<file path="config.mk">
export PLATFORM = sky130hd
export DESIGN_NAME = mem_port_arbiter_flat
export DESIGN_NICKNAME = d
export VERILOG_FILES = /design/src/rtl/risc16_bus_pkg.sv /design/src/rtl/mem_port_arbiter_if.sv /design/src/rtl/arb_fair_sel.sv /design/src/rtl/mem_port_arbiter.sv /design/src/flat_wrapper.sv
export SDC_FILE = /design/constraint.sdc
export NUM_CORES = 1
export LEC_CHECK = 0
export ABC_AREA = 1
export BUFFER_PORTS_ARGS = -buffer_cell sky130_fd_sc_hd__buf_2
export CAP_MARGIN = 40
export CORE_AREA = 2 2 77 79
export DETAILED_ROUTE_END_ITERATION = 8
export DIE_AREA = 0 0 79 81
export HOLD_SLACK_MARGIN = 0.08
export PLACE_DENSITY = 0.8
export SLEW_MARGIN = 20
export SYNTH_ARGS = -nofsm -noshare
export SYNTH_HDL_FRONTEND = slang
export SYNTH_SLANG_ARGS = --single-unit
export TNS_END_PERCENT = 1
</file>
<file path="constraint.sdc">
create_clock -name clk -period 1.56 [get_ports clk]
set_input_delay 0.078 -clock clk [delete_from_list [all_inputs] [get_ports clk]]
set_output_delay 0.078 -clock clk [all_outputs]
set_load 0.05 [all_outputs]
</file>
<file path="src/rtl/risc16_bus_pkg.sv">
// Shared types for the risc16 memory-port arbiter slice.
// Pure declarations: no logic, no latency.
// Backpressure: not applicable.
package risc16_bus_pkg;

    // Which requester owns the read data returning on the memory bus this cycle.
    typedef enum logic [1:0] {
        OWN_NONE = 2'd0,
        OWN_I    = 2'd1,
        OWN_D    = 2'd2,
        OWN_H    = 2'd3
    } owner_t;

    // Core run / halt sequencing.
    typedef enum logic [1:0] {
        ST_RUN   = 2'd0,
        ST_DRAIN = 2'd1,
        ST_HALT  = 2'd2
    } arb_state_t;

    // Byte-lane write-enable value that marks an access as a read.
    localparam logic [1:0] WE_NONE = 2'b00;

    // True when a write-enable field describes a read access.
    function automatic logic is_read(input logic [1:0] we);
        return we == WE_NONE;
    endfunction

endpackage

</file>
<file path="src/rtl/mem_port_arbiter_if.sv">
// Bundle of requester, host and memory-side signals around the port arbiter.
// Wires only: no latency.
// Backpressure: grants are the only flow control; a lost request simply retries.
interface mem_port_arbiter_if #(
    parameter int ADDR_W = 16,
    parameter int DATA_W = 16
);
    // instruction-fetch port
    logic              i_req;
    logic [ADDR_W-1:0] i_addr;
    logic              i_gnt;
    logic              i_rvalid;
    logic [DATA_W-1:0] i_rdata;
    // core data port
    logic              d_req;
    logic [1:0]        d_we;
    logic [ADDR_W-1:0] d_addr;
    logic [DATA_W-1:0] d_wdata;
    logic              d_gnt;
    logic              d_rvalid;
    logic [DATA_W-1:0] d_rdata;
    // host loader / debug port
    logic              h_halt_req;
    logic              h_halted;
    logic              h_req;
    logic [1:0]        h_we;
    logic [ADDR_W-1:0] h_addr;
    logic [DATA_W-1:0] h_wdata;
    logic              h_gnt;
    logic              h_rvalid;
    logic [DATA_W-1:0] h_rdata;
    // memory side
    logic [ADDR_W-1:0] m_addr;
    logic              m_oe;
    logic [1:0]        m_we;
    logic [DATA_W-1:0] m_wdata;
    logic [DATA_W-1:0] m_rdata;
    // core pipeline freeze
    logic              core_stall;

    // Arbiter view.
    modport slave (
        input  i_req, i_addr,
        output i_gnt, i_rvalid, i_rdata,
        input  d_req, d_we, d_addr, d_wdata,
        output d_gnt, d_rvalid, d_rdata,
        input  h_halt_req,
        output h_halted,
        input  h_req, h_we, h_addr, h_wdata,
        output h_gnt, h_rvalid, h_rdata,
        output m_addr, m_oe, m_we, m_wdata,
        input  m_rdata,
        output core_stall
    );

    // Requester / memory-model view.
    modport master (
        output i_req, i_addr,
        input  i_gnt, i_rvalid, i_rdata,
        output d_req, d_we, d_addr, d_wdata,
        input  d_gnt, d_rvalid, d_rdata,
        output h_halt_req,
        input  h_halted,
        output h_req, h_we, h_addr, h_wdata,
        input  h_gnt, h_rvalid, h_rdata,
        input  m_addr, m_oe, m_we, m_wdata,
        output m_rdata,
        input  core_stall
    );

endinterface

</file>
<file path="src/rtl/arb_fair_sel.sv">
// Fetch/data priority select with a bounded data streak so fetch cannot starve.
// Latency: selects are combinational; streak counter updates on the clock edge.
// Backpressure: the losing request is not selected and must be held by its owner.
module arb_fair_sel #(
    parameter int MAX_DSTREAK = 4
) (
    input  logic clk,
    input  logic rst,
    input  logic i_req_i,
    input  logic d_req_i,
    input  logic enable_i,
    output logic sel_i_o,
    output logic sel_d_o
);

    localparam logic [3:0] STREAK_MAX = 4'(MAX_DSTREAK);

    logic [3:0] dstreak_q;
    logic [3:0] dstreak_d;
    logic       at_limit;

    assign at_limit = (dstreak_q == STREAK_MAX);

    // Data normally wins; a waiting fetch wins once data has had its full streak.
    assign sel_d_o = enable_i & d_req_i & ~(i_req_i & at_limit);
    assign sel_i_o = enable_i & i_req_i & ~sel_d_o;

    // Count data grants that overtook a waiting fetch; forget on fetch grant or no fetch.
    always_comb begin
        dstreak_d = dstreak_q;
        if (!i_req_i || sel_i_o) begin
            dstreak_d = 4'd0;
        end else if (sel_d_o && !at_limit) begin
            dstreak_d = dstreak_q + 4'd1;
        end
    end

    // Streak register.
    always_ff @(posedge clk) begin
        if (rst) begin
            dstreak_q <= 4'd0;
        end else begin
            dstreak_q <= dstreak_d;
        end
    end

endmodule

</file>
<file path="src/rtl/mem_port_arbiter.sv">
// Shares one single-port sync memory between core fetch, core data and host ports.
// Latency: grants and memory drive are combinational; read data returns one cycle later.
// Backpressure: losers get no grant and core_stall freezes the core; host only served in HALT.
module mem_port_arbiter
    import risc16_bus_pkg::*;
#(
    parameter int ADDR_W      = 16,
    parameter int DATA_W      = 16,
    parameter int MAX_DSTREAK = 4
) (
    input  logic              clk,
    input  logic              rst,
    mem_port_arbiter_if.slave bus
);

    arb_state_t state_q;
    arb_state_t state_d;
    owner_t     owner_q;
    owner_t     owner_d;

    logic              gnt_i;
    logic              gnt_d;
    logic              gnt_h;
    logic              sel_en;
    logic [ADDR_W-1:0] mux_addr;
    logic [DATA_W-1:0] mux_wdata;
    logic [1:0]        mux_we;
    logic              mux_oe;

    // The core may only be granted while running and no halt is being requested.
    assign sel_en = ~rst & (state_q == ST_RUN) & ~bus.h_halt_req;

    arb_fair_sel #(
        .MAX_DSTREAK (MAX_DSTREAK)
    ) u_fair_sel (
        .clk      (clk),
        .rst      (rst),
        .i_req_i  (bus.i_req),
        .d_req_i  (bus.d_req),
        .enable_i (sel_en),
        .sel_i_o  (gnt_i),
        .sel_d_o  (gnt_d)
    );

    assign gnt_h = ~rst & (state_q == ST_HALT) & bus.h_req;

    // Run/drain/halt sequencing; DRAIN is a single cycle that lets an in-flight read land.
    always_comb begin
        state_d = state_q;
        case (state_q)
            ST_RUN: begin
                if (bus.h_halt_req) begin
                    state_d = ST_DRAIN;
                end
            end
            ST_DRAIN: begin
                state_d = bus.h_halt_req ? ST_HALT : ST_RUN;
            end
            ST_HALT: begin
                if (!bus.h_halt_req) begin
                    state_d = ST_RUN;
                end
            end
            default: begin
                state_d = ST_RUN;
            end
        endcase
    end

    // Memory port mux of the single granted requester, and owner of any read issued now.
    always_comb begin
        mux_addr  = '0;
        mux_wdata = '0;
        mux_we    = WE_NONE;
        mux_oe    = 1'b0;
        owner_d   = OWN_NONE;
        if (gnt_i) begin
            mux_addr = bus.i_addr;
            mux_oe   = 1'b1;
            owner_d  = OWN_I;
        end else if (gnt_d) begin
            mux_addr  = bus.d_addr;
            mux_wdata = bus.d_wdata;
            mux_we    = bus.d_we;
            mux_oe    = is_read(bus.d_we);
            owner_d   = is_read(bus.d_we) ? OWN_D : OWN_NONE;
        end else if (gnt_h) begin
            mux_addr  = bus.h_addr;
            mux_wdata = bus.h_wdata;
            mux_we    = bus.h_we;
            mux_oe    = is_read(bus.h_we);
            owner_d   = is_read(bus.h_we) ? OWN_H : OWN_NONE;
        end
    end

    // State and read-owner registers; reset drops any read still in flight.
    always_ff @(posedge clk) begin
        if (rst) begin
            state_q <= ST_RUN;
            owner_q <= OWN_NONE;
        end else begin
            state_q <= state_d;
            owner_q <= owner_d;
        end
    end

    assign bus.i_gnt = gnt_i;
    assign bus.d_gnt = gnt_d;
    assign bus.h_gnt = gnt_h;

    assign bus.m_addr  = mux_addr;
    assign bus.m_wdata = mux_wdata;
    assign bus.m_we    = mux_we;
    assign bus.m_oe    = mux_oe;

    // Returning data is steered by the owner captured at grant time.
    assign bus.i_rvalid = ~rst & (owner_q == OWN_I);
    assign bus.d_rvalid = ~rst & (owner_q == OWN_D);
    assign bus.h_rvalid = ~rst & (owner_q == OWN_H);

    assign bus.i_rdata = bus.m_rdata;
    assign bus.d_rdata = bus.m_rdata;
    assign bus.h_rdata = bus.m_rdata;

    assign bus.h_halted = ~rst & (state_q == ST_HALT);

    assign bus.core_stall = ~rst & ((state_q != ST_RUN)
                                    | (bus.i_req & ~gnt_i)
                                    | (bus.d_req & ~gnt_d));

endmodule

</file>
<file path="src/flat_wrapper.sv">
// flat-port wrapper written by rule: the top's interface ports become plain ports
module mem_port_arbiter_flat import risc16_bus_pkg::*;
#(
    parameter int ADDR_W      = 16,
    parameter int DATA_W      = 16,
    parameter int MAX_DSTREAK = 4
)
  (clk, rst, bus_i_req, bus_i_addr, bus_i_gnt, bus_i_rvalid, bus_i_rdata, bus_d_req, bus_d_we, bus_d_addr, bus_d_wdata, bus_d_gnt, bus_d_rvalid, bus_d_rdata, bus_h_halt_req, bus_h_halted, bus_h_req, bus_h_we, bus_h_addr, bus_h_wdata, bus_h_gnt, bus_h_rvalid, bus_h_rdata, bus_m_addr, bus_m_oe, bus_m_we, bus_m_wdata, bus_m_rdata, bus_core_stall);
  mem_port_arbiter_if #(.ADDR_W(ADDR_W), .DATA_W(DATA_W)) bus_i ();
  input  logic clk;
  input  logic rst;
  input wire logic [$bits(bus_i.i_req)-1:0] bus_i_req;
  input wire logic [$bits(bus_i.i_addr)-1:0] bus_i_addr;
  output wire logic [$bits(bus_i.i_gnt)-1:0] bus_i_gnt;
  output wire logic [$bits(bus_i.i_rvalid)-1:0] bus_i_rvalid;
  output wire logic [$bits(bus_i.i_rdata)-1:0] bus_i_rdata;
  input wire logic [$bits(bus_i.d_req)-1:0] bus_d_req;
  input wire logic [$bits(bus_i.d_we)-1:0] bus_d_we;
  input wire logic [$bits(bus_i.d_addr)-1:0] bus_d_addr;
  input wire logic [$bits(bus_i.d_wdata)-1:0] bus_d_wdata;
  output wire logic [$bits(bus_i.d_gnt)-1:0] bus_d_gnt;
  output wire logic [$bits(bus_i.d_rvalid)-1:0] bus_d_rvalid;
  output wire logic [$bits(bus_i.d_rdata)-1:0] bus_d_rdata;
  input wire logic [$bits(bus_i.h_halt_req)-1:0] bus_h_halt_req;
  output wire logic [$bits(bus_i.h_halted)-1:0] bus_h_halted;
  input wire logic [$bits(bus_i.h_req)-1:0] bus_h_req;
  input wire logic [$bits(bus_i.h_we)-1:0] bus_h_we;
  input wire logic [$bits(bus_i.h_addr)-1:0] bus_h_addr;
  input wire logic [$bits(bus_i.h_wdata)-1:0] bus_h_wdata;
  output wire logic [$bits(bus_i.h_gnt)-1:0] bus_h_gnt;
  output wire logic [$bits(bus_i.h_rvalid)-1:0] bus_h_rvalid;
  output wire logic [$bits(bus_i.h_rdata)-1:0] bus_h_rdata;
  output wire logic [$bits(bus_i.m_addr)-1:0] bus_m_addr;
  output wire logic [$bits(bus_i.m_oe)-1:0] bus_m_oe;
  output wire logic [$bits(bus_i.m_we)-1:0] bus_m_we;
  output wire logic [$bits(bus_i.m_wdata)-1:0] bus_m_wdata;
  input wire logic [$bits(bus_i.m_rdata)-1:0] bus_m_rdata;
  output wire logic [$bits(bus_i.core_stall)-1:0] bus_core_stall;
  assign bus_i.i_req = bus_i_req;
  assign bus_i.i_addr = bus_i_addr;
  assign bus_i_gnt = bus_i.i_gnt;
  assign bus_i_rvalid = bus_i.i_rvalid;
  assign bus_i_rdata = bus_i.i_rdata;
  assign bus_i.d_req = bus_d_req;
  assign bus_i.d_we = bus_d_we;
  assign bus_i.d_addr = bus_d_addr;
  assign bus_i.d_wdata = bus_d_wdata;
  assign bus_d_gnt = bus_i.d_gnt;
  assign bus_d_rvalid = bus_i.d_rvalid;
  assign bus_d_rdata = bus_i.d_rdata;
  assign bus_i.h_halt_req = bus_h_halt_req;
  assign bus_h_halted = bus_i.h_halted;
  assign bus_i.h_req = bus_h_req;
  assign bus_i.h_we = bus_h_we;
  assign bus_i.h_addr = bus_h_addr;
  assign bus_i.h_wdata = bus_h_wdata;
  assign bus_h_gnt = bus_i.h_gnt;
  assign bus_h_rvalid = bus_i.h_rvalid;
  assign bus_h_rdata = bus_i.h_rdata;
  assign bus_m_addr = bus_i.m_addr;
  assign bus_m_oe = bus_i.m_oe;
  assign bus_m_we = bus_i.m_we;
  assign bus_m_wdata = bus_i.m_wdata;
  assign bus_i.m_rdata = bus_m_rdata;
  assign bus_core_stall = bus_i.core_stall;
  mem_port_arbiter #(.ADDR_W(ADDR_W), .DATA_W(DATA_W), .MAX_DSTREAK(MAX_DSTREAK)) u_core (.clk(clk), .rst(rst), .bus(bus_i));
endmodule
</file>
# [Word-level counts from Yosys, hierarchy flattened]
# Index checks and enable logic that the tools add are counted.
[classes] add_sub_neg=1 n_eq_ne=8 mux=21 n_bitwise=22 reduce_logical=11
[ops] operator="$mux W16" n=6
[ops] operator="$mux W2" n=10
[ops] operator="$and A1 B1 Y1" n=15
[ops] operator="$eq A2 B2 Y1 const B" n=3
[ops] operator="$logic_not A2 Y1" n=3
[ops] operator="$pmux W2 S3" n=1
[ops] operator="$not A1 Y1" n=5
[ops] operator="$add A4 B1 Y4 const B" n=1
[ops] operator="$eq A2 B1 Y1 const B" n=2
[ops] operator="$eq A4 B3 Y1 const B" n=1
[ops] operator="$mux W1" n=4
[ops] operator="$ne A2 B2 Y1 const B" n=2
[ops] operator="$reduce_or A2 Y1" n=2
[ops] operator="$logic_not A1 Y1" n=2
[ops] operator="$or A1 B1 Y1" n=2
[ops] operator="$reduce_and A2 Y1" n=1
[ops] operator="$reduce_bool A2 Y1" n=1
[ops] operator="$logic_and A1 B1 Y1" n=1
[ops] operator="$logic_or A1 B1 Y1" n=1
[word_totals] ff_bits=8 elab_cells=67

# [Depth between registers and ports, before layout]
[logic_depth] word_depth=12 ltp_mapped=9

# [By module]
# From an unflattened synthesis, not the netlist that was laid out.
[hier_totals] cells_unflattened=309 hier_area_um2=1717.9
[modules_own_cells] module="mem_port_arbiter" instances=1 cells_each=269 area_per_inst_um2=1458.9
[modules_own_cells] module="arb_fair_sel" instances=1 cells_each=40 area_per_inst_um2=259.0

# [Worst setup path after synthesis]
# No wires, ideal clock.
[synth_path] kind="register to output" from="register u_core.state_q[0]" to="output bus_m_we[0]" arrival_time_ns=2.360 required_ns=1.482 slack_ns=-0.878 path_stages_with_launch=4 cell_sequence="dfxtp_1 nor3b_2 nand2_1 o21ai_0"
[synth_between] elab_cells_between_ends=14 classes_between="eq/ne: 1; mux: 3; bitwise: 9; reduce/logical: 1"
[synth_rtl] element="start: declaration" line="mem_port_arbiter.sv:16" text="arb_state_t state_q;"
[synth_rtl] element="start signal: assignment" line="mem_port_arbiter.sv:102" text="state_q <= state_d;"
[synth_rtl] element="$eq A2 B2 Y1"
[synth_rtl] element="$and A1 B1 Y1"
[synth_rtl] element="named net bus_h_halted" line="flat_wrapper.sv:25" text="output wire logic [$bits(bus_i.h_halted)-1:0] bus_h_halted;"
[synth_rtl] element="$and A1 B1 Y1" line="mem_port_arbiter.sv:45" text="assign gnt_h = ~rst & (state_q == ST_HALT) & bus.h_req;"
[synth_rtl] element="$mux W2" line="mem_port_arbiter.sv:87" text="end else if (gnt_h) begin"
[synth_rtl] element="$mux W2" line="mem_port_arbiter.sv:81" text="end else if (gnt_d) begin"
[synth_rtl] element="$mux W2" line="mem_port_arbiter.sv:77" text="if (gnt_i) begin"
[synth_rtl] element="end: declaration" line="flat_wrapper.sv:35" text="output wire logic [$bits(bus_i.m_we)-1:0] bus_m_we;"
# The timed path passes the listed nets, and every way through them passes these cells.

# [Final worst setup path]
[layout_path] from="register u_core.u_fair_sel.dstreak_q[0]" to="output bus_m_addr[7]"
[layout_between] elab_chain_len=7 elab_cells_between_ends=8 classes_between="eq/ne: 1; mux: 2; bitwise: 5"
[layout_lines] element="start: declaration" line="arb_fair_sel.sv:18" text="logic [3:0] dstreak_q;"
[layout_lines] element="start signal: assignment" line="arb_fair_sel.sv:43" text="dstreak_q <= dstreak_d;"
[layout_lines] element="$eq A4 B3 Y1 *" line="arb_fair_sel.sv:22" text="assign at_limit = (dstreak_q == STREAK_MAX);"
[layout_lines] element="$and A1 B1 Y1 *" line="arb_fair_sel.sv:25" text="assign sel_d_o = enable_i & d_req_i & ~(i_req_i & at_limit);"
[layout_lines] element="$not A1 Y1 *" line="arb_fair_sel.sv:25"
[layout_lines] element="$and A1 B1 Y1 *" line="arb_fair_sel.sv:25"
[layout_lines] element="$not A1 Y1" line="arb_fair_sel.sv:26" text="assign sel_i_o = enable_i & i_req_i & ~sel_d_o;"
[layout_lines] element="$and A1 B1 Y1" line="arb_fair_sel.sv:26"
[layout_lines] element="$mux W16 *" line="mem_port_arbiter.sv:77"
[layout_lines] element="end: declaration" line="flat_wrapper.sv:33" text="output wire logic [$bits(bus_i.m_addr)-1:0] bus_m_addr;"
# Every way passes the cells marked *; elsewhere a longest branch is shown, timed or not.

==> flow_summary.ini <==
[outcome]
outcome = finished with violations
violations = negative setup slack

[floorplan]
fp.dieW_um = 79
core_area_mm2 = 0.00568
die_area_mm2 = 0.00640
pin_count = 197
initial_utilization_pct = 24.6
rows = 28
die_h_um = 81

[global_routing]
grt_start_max_net_pins = 25
grt_pass1_vias = 1680
grt_use_total_pct = 15.5
antenna_found_initial = 0
grt_pass1_wl_mm = 7.83
overflow = 0

[setup_path]
critPathLaunchType = register
reg2reg_depth = 9
end_kind = output port
cp.arrival_ps = 1630
reg2reg_to = u_core.owner_q[1]
timing.rr.start = u_core.state_q[1]
endpoint = bus_m_addr[7]
reg2reg_slack_ps = 60
critPathKind = register to output port
startpoint = u_core.u_fair_sel.dstreak_q[0]
path_max_fanout = 8
cp.required_ps = 1480

[power_and_ir_drop]
peakVddDrop_mv = 0.190
p_per_area_mw_per_mm2 = 378
p_leak_nw = 1.46

[yosys]
syn_inst = 243
synth.area.top_cells = nand2_1 29%, buf_4 26%, dfxtp_1 11%
ys_warn_count = 0
synth_area_leader_cell = nand2_1
synth_area_mm2 = 0.00139
synth_top_area_share_pct = 28.5
yosysUniqueCellTypes = 23
yosys_register_bits = 8
syn_avg_cell_area_um2 = 5.74
seq_area_frac_synth_pct = 11.5
syn_nets = 351

[place]
portBuffers = 132
placedInstanceArea_mm2 = 0.00203
dp_slack_ps = -133
place_congestion = 0.714
hpwlAfterDp_mm = 4.00

[sta]
hold_viol = 0
worst_pin_slew_ps = 283
clock_skew_ps = 11.3
final.min_clock_period_ps = 1710
layout_setup_ws_ps = -148
drv_slew = 0
slew_headroom_pct = 81.1
hold_ws_ps = 102
finalCritPeriodShare_pct = 109
clock.fmax_mhz = 585
rsz0062_at_grt = yes
setup_viol = 36

[finish]
final_nets = 457
syn_to_final_growth_pct = 94.6
final_area_mm2 = 0.00271
finish.utilization_pct = 47.8
final_cell_mix = 93 x buf_2, 73 x nand2_1, 31 x buf_8
drive_gt1_share_pct = 66.6
mostFrequentLayoutCell = buf_2
diodes = 0

[detailed_routing]
drc = 0
drt_iter0_markers = 60
vias = 1890
ant_nets = 0
wl_per_cell_um = 14.0
drt_wl_total_mm = 5.93
vias_per_cell = 4.48
drt_pass1_iterations = 5

[clock_tree]
htreeDepth = 1
clk_latency_ps = 240
cts_root_buf = clkbuf_8
cts_made_buffers = 3
clockBufferDepth = 2
cts_tree = yes
path_clk_slew_ps = 50
holdBufCountCts = 0
cts.sink_count = 8

[hold_path]
worstHoldPathType = primary input to register

[run]
cap_viol_max_count = 0
layout make-up:
cell class                 instances  area (um2)
tap                               75        93.8
timing repair inverter             2        27.5
sequential                         8         164
fill                             535        2960
inverter                          15        76.3
timing repair buffer             155        1300
multi-input combinational        164        1010
clock buffer                       3        41.3
repair_timing:
| item | 4_1_cts | 5_1_grt |
|---|---|---|
| gates cloned | 3 | 2 |
| endpoints found under the setup margin | 39 | 39 |
| pin swaps | 10 | 9 |
| setup buffers | 7 | 3 |
| resized for setup | 119 | 37 |
worst max-delay path, cell delays in order (launching register included):
cell      delay, ps
dfxtp_2         320
inv_2            80
ha_4            160
nand4_4         100
buf_6           150
nand2_4          70
nand2_8         110
clkinv_8        110
nand2_1          80
nand3_2          80
buf_8           150
per-layer routing:
layer,vias up,part of all wire [%],track usage (%)
li1,925,-,-
met1,865,37,17.7
met2,83,53,27.3
met3,17,8.4,5.67
met4,0,2.0,4.31
met5,-,0,0
where the power goes:
group	internal [W]	leakage (nW)	switching, W
clock network	0.000168	0.0216	0.0000936
logic	0.000247	1.37	0.000302
registers	0.000210	0.0663	0.00000418
per-stage QoR:
| step | setup TNS [ps] | total power, W | std cells |
|---|---|---|---|
| 6_report | -3560 | 0.00102 | 422 |
| 5_1_grt | -6450 | 0.00106 | 422 |
| 4_1_cts | -3670 | 0.000989 | 417 |
| 3_5_place_dp | -2560 | 0.000628 | 405 |
| 3_3_place_gp | -1330 | 0.000625 | 405 |
| 2_1_floorplan | -4670 | 0.000784 | 243 |
worst min path at each step:
stage	cells after the start	from	end	slack, ps
final	3	bus_h_halt_req	u_core.state_q[1]	100
after global routing	3	bus_h_halt_req	u_core.state_q[0]	110
after CTS	3	bus_h_halt_req	u_core.state_q[0]	100
after detailed placement	0	bus_m_rdata[2]	bus_i_rdata[2]	160
after global placement	0	bus_m_rdata[2]	bus_i_rdata[2]	160
after floorplan	2	bus_h_halt_req	u_core.state_q[0]	200
cells in the mapped netlist:
library cell  number
nand2_1          106
buf_4             49
nand3_1           25
inv_1             12
dfxtp_1            8
a21oi_1            5
buf_6              4
nand2_2            4
nand4_1            4
nor2_1             4
o21ai_0            4
buf_2              3
nor3_1             3
ha_1               2
nor2_2             2
clkinv_1           1
inv_2              1
inv_4              1
nand2_4            1
nand3b_1           1
nand4_4            1
nor3b_2            1
xor2_1             1
logic make-up (layout without fill, tap and decap cells):
kind of cell	after synthesis	after routing	share of synthesized area (%)
fa+ha+maj	2	2	1.80
buf+inv	71	175	34.9
xor+xnor	1	1	0.628
simple gates	152	152	47.9
flops	8	8	11.5
compound gates	9	9	3.23
state kept, by name, indices dropped and copies added (netlist names):
register / count
u_core.u_fair_sel.dstreak_q: 4
u_core.owner_q: 2
u_core.state_q: 2
(Power assumes the default switching activity.)
